$ cat config.mk
export PLATFORM = sky130hd
export DESIGN_NAME = turn_request_ctrl
export DESIGN_NICKNAME = d
export VERILOG_FILES = /design/src/rtl/tail_light_pkg.sv /design/src/rtl/sw_debounce.sv /design/src/rtl/turn_request_ctrl.sv
export SDC_FILE = /design/constraint.sdc
export NUM_CORES = 1
export LEC_CHECK = 0
export CAP_MARGIN = 20
export CORE_MARGIN = 5
export CORE_UTILIZATION = 45
export CTS_CLUSTER_DIAMETER = 50
export CTS_CLUSTER_SIZE = 12
export DETAILED_ROUTE_END_ITERATION = 10
export HOLD_SLACK_MARGIN = 0.02
export PLACE_DENSITY = 0.64
export SETUP_SLACK_MARGIN = 0.4
export SYNTH_ARGS = -nofsm -noshare
export SYNTH_HDL_FRONTEND = slang
export SYNTH_SLANG_ARGS = --single-unit
$ cat constraint.sdc
create_clock -name clk -period 1.85 [get_ports clk]
set_clock_uncertainty 0.15 [all_clocks]
set_input_delay 0.37 -clock clk [delete_from_list [all_inputs] [get_ports clk]]
set_output_delay 0.37 -clock clk [all_outputs]
set_load 0.02 [all_outputs]
$ cat src/rtl/tail_light_pkg.sv
// Shared types and defaults for the tail-light control path and its sequencers.
package tail_light_pkg;

  typedef enum logic [1:0] {
    IDLE   = 2'd0,
    LEFT   = 2'd1,
    RIGHT  = 2'd2,
    HAZARD = 2'd3
  } mode_t;

  localparam int DEFAULT_DEBOUNCE_CYCLES = 4;
  localparam int DEFAULT_TICK_DIV        = 8;

  // Priority decode of the debounced switches: hazard, then both turns, then single turn.
  function automatic mode_t decode_mode(input logic d_l, input logic d_r, input logic d_h);
    mode_t m;
    if (d_h)             m = HAZARD;
    else if (d_l && d_r) m = HAZARD;
    else if (d_l)        m = LEFT;
    else if (d_r)        m = RIGHT;
    else                 m = IDLE;
    return m;
  endfunction

endpackage

$ cat src/rtl/sw_debounce.sv
// Single-input debouncer: the output follows the raw input only after it has
// differed from the current debounced value for DEBOUNCE_CYCLES consecutive samples.
module sw_debounce
  import tail_light_pkg::*;
#(
  parameter int DEBOUNCE_CYCLES = DEFAULT_DEBOUNCE_CYCLES
) (
  input  logic clk,
  input  logic reset,
  input  logic raw_i,
  output logic deb_o
);

  localparam int             CW      = $clog2(DEBOUNCE_CYCLES);
  localparam logic [CW-1:0]  CNT_MAX = CW'(DEBOUNCE_CYCLES - 1);

  logic [CW-1:0] cnt_q, cnt_d;
  logic          deb_q, deb_d;

  // Count consecutive disagreeing samples; flip and clear on the last one.
  always_comb begin
    // NOTE: every combinational output gets a default first, so no path leaves it unassigned and no latch is inferred.
    cnt_d = '0;
    deb_d = deb_q;
    if (raw_i != deb_q) begin
      if (cnt_q == CNT_MAX) begin
        deb_d = raw_i;
      end else begin
        cnt_d = cnt_q + CW'(1);
      end
    end
  end

  // Debounce state registers with synchronous reset.
  always_ff @(posedge clk) begin
    if (reset) begin
      // NOTE: flops are written with non-blocking assignments so every register samples pre-edge values.
      cnt_q <= '0;
      deb_q <= 1'b0;
    end else begin
      cnt_q <= cnt_d;
      deb_q <= deb_d;
    end
  end

  assign deb_o = deb_q;

endmodule

$ cat src/rtl/turn_request_ctrl.sv
// Turn-request control stage: debounces the three switches, decodes the
// signalling mode and drives enables, a restart pulse and a shared step tick.
module turn_request_ctrl
  import tail_light_pkg::*;
#(
  parameter int DEBOUNCE_CYCLES = DEFAULT_DEBOUNCE_CYCLES,
  parameter int TICK_DIV        = DEFAULT_TICK_DIV
) (
  input  logic       clk,
  input  logic       reset,
  input  logic       left_sw,
  input  logic       right_sw,
  input  logic       hazard_sw,
  output logic [1:0] mode,
  output logic       left_en,
  output logic       right_en,
  output logic       restart,
  output logic       step_tick
);

  localparam int            PW        = $clog2(TICK_DIV);
  localparam logic [PW-1:0] PRESC_MAX = PW'(TICK_DIV - 1);

  logic d_l, d_r, d_h;

  sw_debounce #(.DEBOUNCE_CYCLES(DEBOUNCE_CYCLES)) u_deb_left (
    .clk   (clk),
    .reset (reset),
    .raw_i (left_sw),
    .deb_o (d_l)
  );

  sw_debounce #(.DEBOUNCE_CYCLES(DEBOUNCE_CYCLES)) u_deb_right (
    .clk   (clk),
    .reset (reset),
    .raw_i (right_sw),
    .deb_o (d_r)
  );

  sw_debounce #(.DEBOUNCE_CYCLES(DEBOUNCE_CYCLES)) u_deb_hazard (
    .clk   (clk),
    .reset (reset),
    .raw_i (hazard_sw),
    .deb_o (d_h)
  );

  mode_t         mode_q, mode_d;
  logic [PW-1:0] presc_q, presc_d;
  logic          left_en_q, right_en_q, restart_q, step_tick_q;
  logic          mode_change;
  logic          tick_d;

  // Next mode, prescaler and tick; a mode change realigns the prescaler and
  // therefore also suppresses any tick that would have landed on that cycle.
  always_comb begin
    mode_d      = decode_mode(d_l, d_r, d_h);
    mode_change = (mode_d != mode_q);
    presc_d     = '0;
    if (!mode_change && (mode_d != IDLE) && (presc_q != PRESC_MAX)) begin
      presc_d = presc_q + PW'(1);
    end
    tick_d = (mode_d != IDLE) && (presc_d == PRESC_MAX);
  end

  // Mode register with registered enables, restart pulse and step tick.
  always_ff @(posedge clk) begin
    if (reset) begin
      mode_q      <= IDLE;
      presc_q     <= '0;
      left_en_q   <= 1'b0;
      right_en_q  <= 1'b0;
      restart_q   <= 1'b0;
      step_tick_q <= 1'b0;
    end else begin
      mode_q      <= mode_d;
      presc_q     <= presc_d;
      left_en_q   <= (mode_d == LEFT)  || (mode_d == HAZARD);
      right_en_q  <= (mode_d == RIGHT) || (mode_d == HAZARD);
      restart_q   <= mode_change;
      step_tick_q <= tick_d;
    end
  end

  assign mode      = mode_q;
  assign left_en   = left_en_q;
  assign right_en  = right_en_q;
  assign restart   = restart_q;
  assign step_tick = step_tick_q;

endmodule
Yosys cells after proc, flatten, opt, wreduce, memory -nomap -nowiden
Cells that the tools add are included.
{"block": "totals", "register_bits": 18, "in_bits": 5}
{"block": "op_classes", "add_sub_neg": 4, "n_eq_ne": 12, "mux": 5, "bitwise": 3, "reduce_logical": 14}
{"op": "$eq 2x2->1 const B", "count": 5}
{"op": "$reduce_or 3->1", "count": 3}
{"op": "$mux 2", "count": 4}
{"op": "$add 2x1->2 const B", "count": 3}
{"op": "$reduce_and 2->1", "count": 3}
{"op": "$logic_and 1x1->1", "count": 4}
{"op": "$add 3x1->3 const B", "count": 1}
{"op": "$eq 3x3->1 const B", "count": 1}
{"op": "$mux 3", "count": 1}
{"op": "$ne 1x1->1", "count": 3}
{"op": "$ne 3x3->1 const B", "count": 1}
{"op": "$not 1->1", "count": 3}
{"op": "$eq 2x1->1 const B", "count": 1}
{"op": "$logic_or 1x1->1", "count": 2}
{"op": "$ne 2x2->1", "count": 1}
{"op": "$reduce_bool 2->1", "count": 1}
{"op": "$logic_not 1->1", "count": 1}

Longest topological paths before layout
{"block": "depth", "ltp_word": 11, "mapped_depth": 5, "depth_no_buf": 5}

Hierarchy
Synthesis repeated with hierarchy kept, for this count alone.
{"block": "hier_totals", "hier_cells": 64, "hier_area_um2": 701.9}
{"module": "turn_request_ctrl", "n_inst": 1, "cells_per_inst": 37, "area_each_um2": 352.8, "seq_area_each_um2": 180.2}
{"module": "sw_debounce", "n_inst": 3, "cells_per_inst": 9, "area_each_um2": 116.4, "seq_area_each_um2": 60.1}

Worst setup path before layout
No wires, ideal clock.
{"block": "synth_timing", "path_type": "reg2reg", "start": "register presc_q[0]", "end": "register step_tick_q (netlist: step_tick)", "arrival_ns": 1.464, "required_ns": 1.614, "slack_ns": 0.151, "path_stages_with_launch": 6, "n_path_buf": 0, "synth_period_minus_slack_ns": 1.699, "path_cell_list": "dfxtp_1 ha_1 ha_1 inv_1 or4_1 a211oi_1"}
{"block": "synth_via", "elab_chain_cells": 5}
{"element": "start, declared", "line_no": "turn_request_ctrl.sv:48", "text": "logic [PW-1:0] presc_q, presc_d;"}
{"element": "start signal, assigned", "line_no": "turn_request_ctrl.sv:76", "text": "presc_q <= presc_d;"}
{"element": "parallel branches: the longest is 2 deep, another holds $add 3x1->3"}
{"element": "$mux 3 (*)", "line_no": "turn_request_ctrl.sv:59", "text": "if (!mode_change && (mode_d != IDLE) && (presc_q != PRESC_MAX)) begin"}
{"element": "$eq 3x3->1 (*)", "line_no": "turn_request_ctrl.sv:62", "text": "tick_d = (mode_d != IDLE) && (presc_d == PRESC_MAX);"}
{"element": "$logic_and 1x1->1 (*)", "line_no": "turn_request_ctrl.sv:62"}
{"element": "end signal, assigned", "line_no": "turn_request_ctrl.sv:80", "text": "step_tick_q <= tick_d;"}
{"element": "end, declared", "line_no": "turn_request_ctrl.sv:49", "text": "logic left_en_q, right_en_q, restart_q, step_tick_q;"}
Every way passes the cells marked *.
A chain may end at the register's enable or synchronous reset.

Worst setup path in the final report
Ends and elaborated chain as after synthesis.

==> flow_metrics.env <==
export IMPL_drv_slew=0
export IMPL_grt_use_total_pct=10.6
export IMPL_timing_rr_start="presc_q[0]"
export IMPL_dpl_cell_count=94
export IMPL_dieArea_sq_um=2500
export IMPL_h_tree_depth=1
export IMPL_required_ns=1.91
export IMPL_rsz0062_at_grt="yes"
export IMPL_hpwl_um=903
export IMPL_hold_violations=0
export IMPL_clk_pin_slew_ns=0.10
export IMPL_multi_input_area_sq_um=378
export IMPL_drt_iter0_markers=2
export IMPL_die_x_um=50.0
export IMPL_clkSinkCount=18
export IMPL_layout_min_cycle_time_ns=1.56
export IMPL_coreArea_sq_um=1510
export IMPL_die_y_um=50.0
export IMPL_finalPower_mw=0.666
export IMPL_critPathCaptureType="flop"
export IMPL_routed_wl_um=1190
export IMPL_grt_start_max_net_pins=11
export IMPL_hold_path_startpoint="u_deb_hazard.cnt_q[0]"
export IMPL_area_growth_pct=29.9
export IMPL_crit_chain="ha_4, ha_4, inv_2, or4_4, a211oi_2"
export IMPL_synth_cell_types=20
export IMPL_netlist_area_sq_um=719
export IMPL_avgViaCountPerCell=4.94
export IMPL_worstRegToRegCells=5
export IMPL_critical_path_max_fanout=2
export IMPL_synth_simple_gate_area_share_pct=19.1
export IMPL_grt_remaining_overflow=0
export IMPL_grt_pass1_vias=450
export IMPL_worst_slack_ns=0.285
export IMPL_hold_path_class="flop to flop"
export IMPL_status="finished clean"
export IMPL_synth_compound_area_share_pct=8.35
export IMPL_fin_util_pct=62.0
export IMPL_dpl_cell_area_sq_um=867
export IMPL_vdd_drop_max_mv=0.564
export IMPL_num_vias=499
export IMPL_power_density_nw_per_um2=713
export IMPL_synth_cells=68
export IMPL_holdPathEnd="u_deb_hazard.cnt_q[0]"
export IMPL_yosys_area_share_xor_xnor_pct=4.87
export IMPL_synth_top_family_by_area="simple AND/OR/NAND/NOR gates"
export IMPL_clock_path_buffers=2
export IMPL_max_cap_violations=0
export IMPL_insertedDiodeCount=0
export IMPL_cts_tree="yes"
export IMPL_synth_seq_cells=18
export IMPL_relSlewSlack_pct=78.7
export IMPL_start_util_pct=47.8
export IMPL_crit_arrival_ns=1.62
export IMPL_post_place_ws_ns=0.153
export IMPL_postSynthAreaPerCell_sq_um=10.6
export IMPL_synthMuxAreaShare_pct=4.17
export IMPL_row_count=14
export IMPL_ys_warn_count=0
export IMPL_fin_area_sq_um=935
export IMPL_clk_insertion_delay_late_ns=0.28
export IMPL_grt_pass1_wl_um=2040
export IMPL_setup_violations=0
export IMPL_final_common_cell="nor2_1"
export IMPL_post_drt_wl_per_cell_um=11.8
export IMPL_syn_num_nets=78
export IMPL_io_buffers=10
export IMPL_crit_path_start_kind="flop"
export IMPL_cts_root_buf="clkbuf_4"
export IMPL_ant_nets=0
export IMPL_numCtsBuffers=3
export IMPL_path_class="flop to flop"
export IMPL_synthAdderAreaFrac_pct=8.70
export IMPL_leakagePower_nw=0.369
export IMPL_drc=0
export IMPL_crit_path_top_delay_cell="or4_4"
export IMPL_hold_depth=1
export IMPL_firstDrtPassIters=3
export IMPL_slowest_delay_ns=0.41
export IMPL_fin_crit_sh_pct=84.6
export IMPL_r2r_setup_slack_ns=0.29
export IMPL_layout_nets=96
export IMPL_final_setup_tns_ns=0
export IMPL_yosysSeqAreaShare_pct=50.1
export IMPL_fill_cells=134
export IMPL_path_common_cell="ha_4"
export IMPL_final_cell_mix="15 x nor2_1, 13 x dfxtp_1, 5 x buf_4"
export IMPL_fmax_ghz=0.639
export IMPL_finalNonFillerCells=101
export IMPL_max_slew_worst_pin_slew_ns=0.319
export IMPL_antenna_found_initial=0
export IMPL_whs_ns=0.278
export IMPL_worstReg2RegEnd="step_tick"
export IMPL_seqCellArea_sq_um=374
export IMPL_drive_gt1_share_pct=37.6
export IMPL_gp_congestion=0.710
export IMPL_io_pin_count=11
power by group:
group	switching [mW]	internal, mW
Sequential	0.00494	0.392
Clock	0.110	0.120
Combinational	0.0183	0.0221
Total	0.133	0.533
metal layers:
metal	global-route usage, %	part of all wire [%]	vias to the layer above	wire [um]
met1	14.5	48	227	567
met5	0	0	-	0
met2	14.2	47	7	558
li1	-	-	263	-
met3	3.92	4.0	2	48
met4	5.24	1.0	0	12
worst max-delay path by stage:
stage / startpoint / endpoint / slack [ns] / depth (start not counted)
4_1_cts: presc_q[0] / step_tick / 0.26 / 5
3_3_place_gp: reset / step_tick / 0.18 / 3
3_5_place_dp: reset / step_tick / 0.15 / 3
2_1_floorplan: presc_q[0] / step_tick / 0.34 / 5
6_report: presc_q[0] / step_tick / 0.29 / 5
5_1_grt: presc_q[0] / step_tick / 0.23 / 5
cell usage after synthesis:
master / number / area share, %
a2111oi_1: 2 / 2.8
a2111oi_2: 1 / 2.1
a211oi_1: 1 / 1.0
a21oi_1: 1 / 0.69
and2_2: 2 / 2.1
and3_1: 1 / 0.87
buf_1: 1 / 0.52
buf_6: 1 / 1.6
dfxtp_1: 18 / 50
ha_1: 5 / 8.7
inv_1: 5 / 2.6
mux2i_1: 3 / 4.2
nand3_1: 1 / 0.69
nor2_1: 15 / 7.8
nor3_1: 1 / 0.69
nor4b_4: 1 / 3.3
o31ai_2: 1 / 1.7
or3_1: 3 / 2.6
or4_1: 1 / 1.0
xnor2_1: 4 / 4.9
final cells by class:
type,instances,share of cell area [%]
multi-input combinational,43,40.4
tap,16,2.14
clock buffer,4,3.88
sequential,18,40.0
timing repair buffer,15,11.5
inverter,5,2.01
cells by family after synthesis:
family	Yosys count
AOI/OAI and AO/OA	6
and+or+nand+nor	25
buffers and inverters	7
xor gates and xnor gates	4
muxes	3
DFF	18
adders and majority gates	5
registers in the layout, indices dropped and copies added, names as in the netlist:
| register | flops |
|---|---|
| mode | 2 |
| u_deb_hazard.cnt_q | 2 |
| presc_q | 3 |
| left_en | 1 |
| u_deb_right.cnt_q | 2 |
| u_deb_left.deb_o | 1 |
| u_deb_right.deb_o | 1 |
| right_en | 1 |
| u_deb_hazard.deb_o | 1 |
| step_tick | 1 |
| restart | 1 |
| u_deb_left.cnt_q | 2 |
what timing repair did:
item	4_1_cts	5_1_grt
pin swaps	0	1
cloned	0	0
endpoints found under the hold margin	0	0
setup buffers	1	2
setup endpoints to repair	10	10
hold buffers	0	0
gates resized for setup	18	13
critical path: cells and delay by family, from the launching register on:
| kind | cells | cell delay, ns |
|---|---|---|
| buf+inv | 1 | 0.03 |
| compound gates | 1 | 0.14 |
| flops | 1 | 0.36 |
| fa+ha+maj | 2 | 0.41 |
| simple gates | 1 | 0.41 |
No activity file was read; power rests on OpenSTA's default activity.
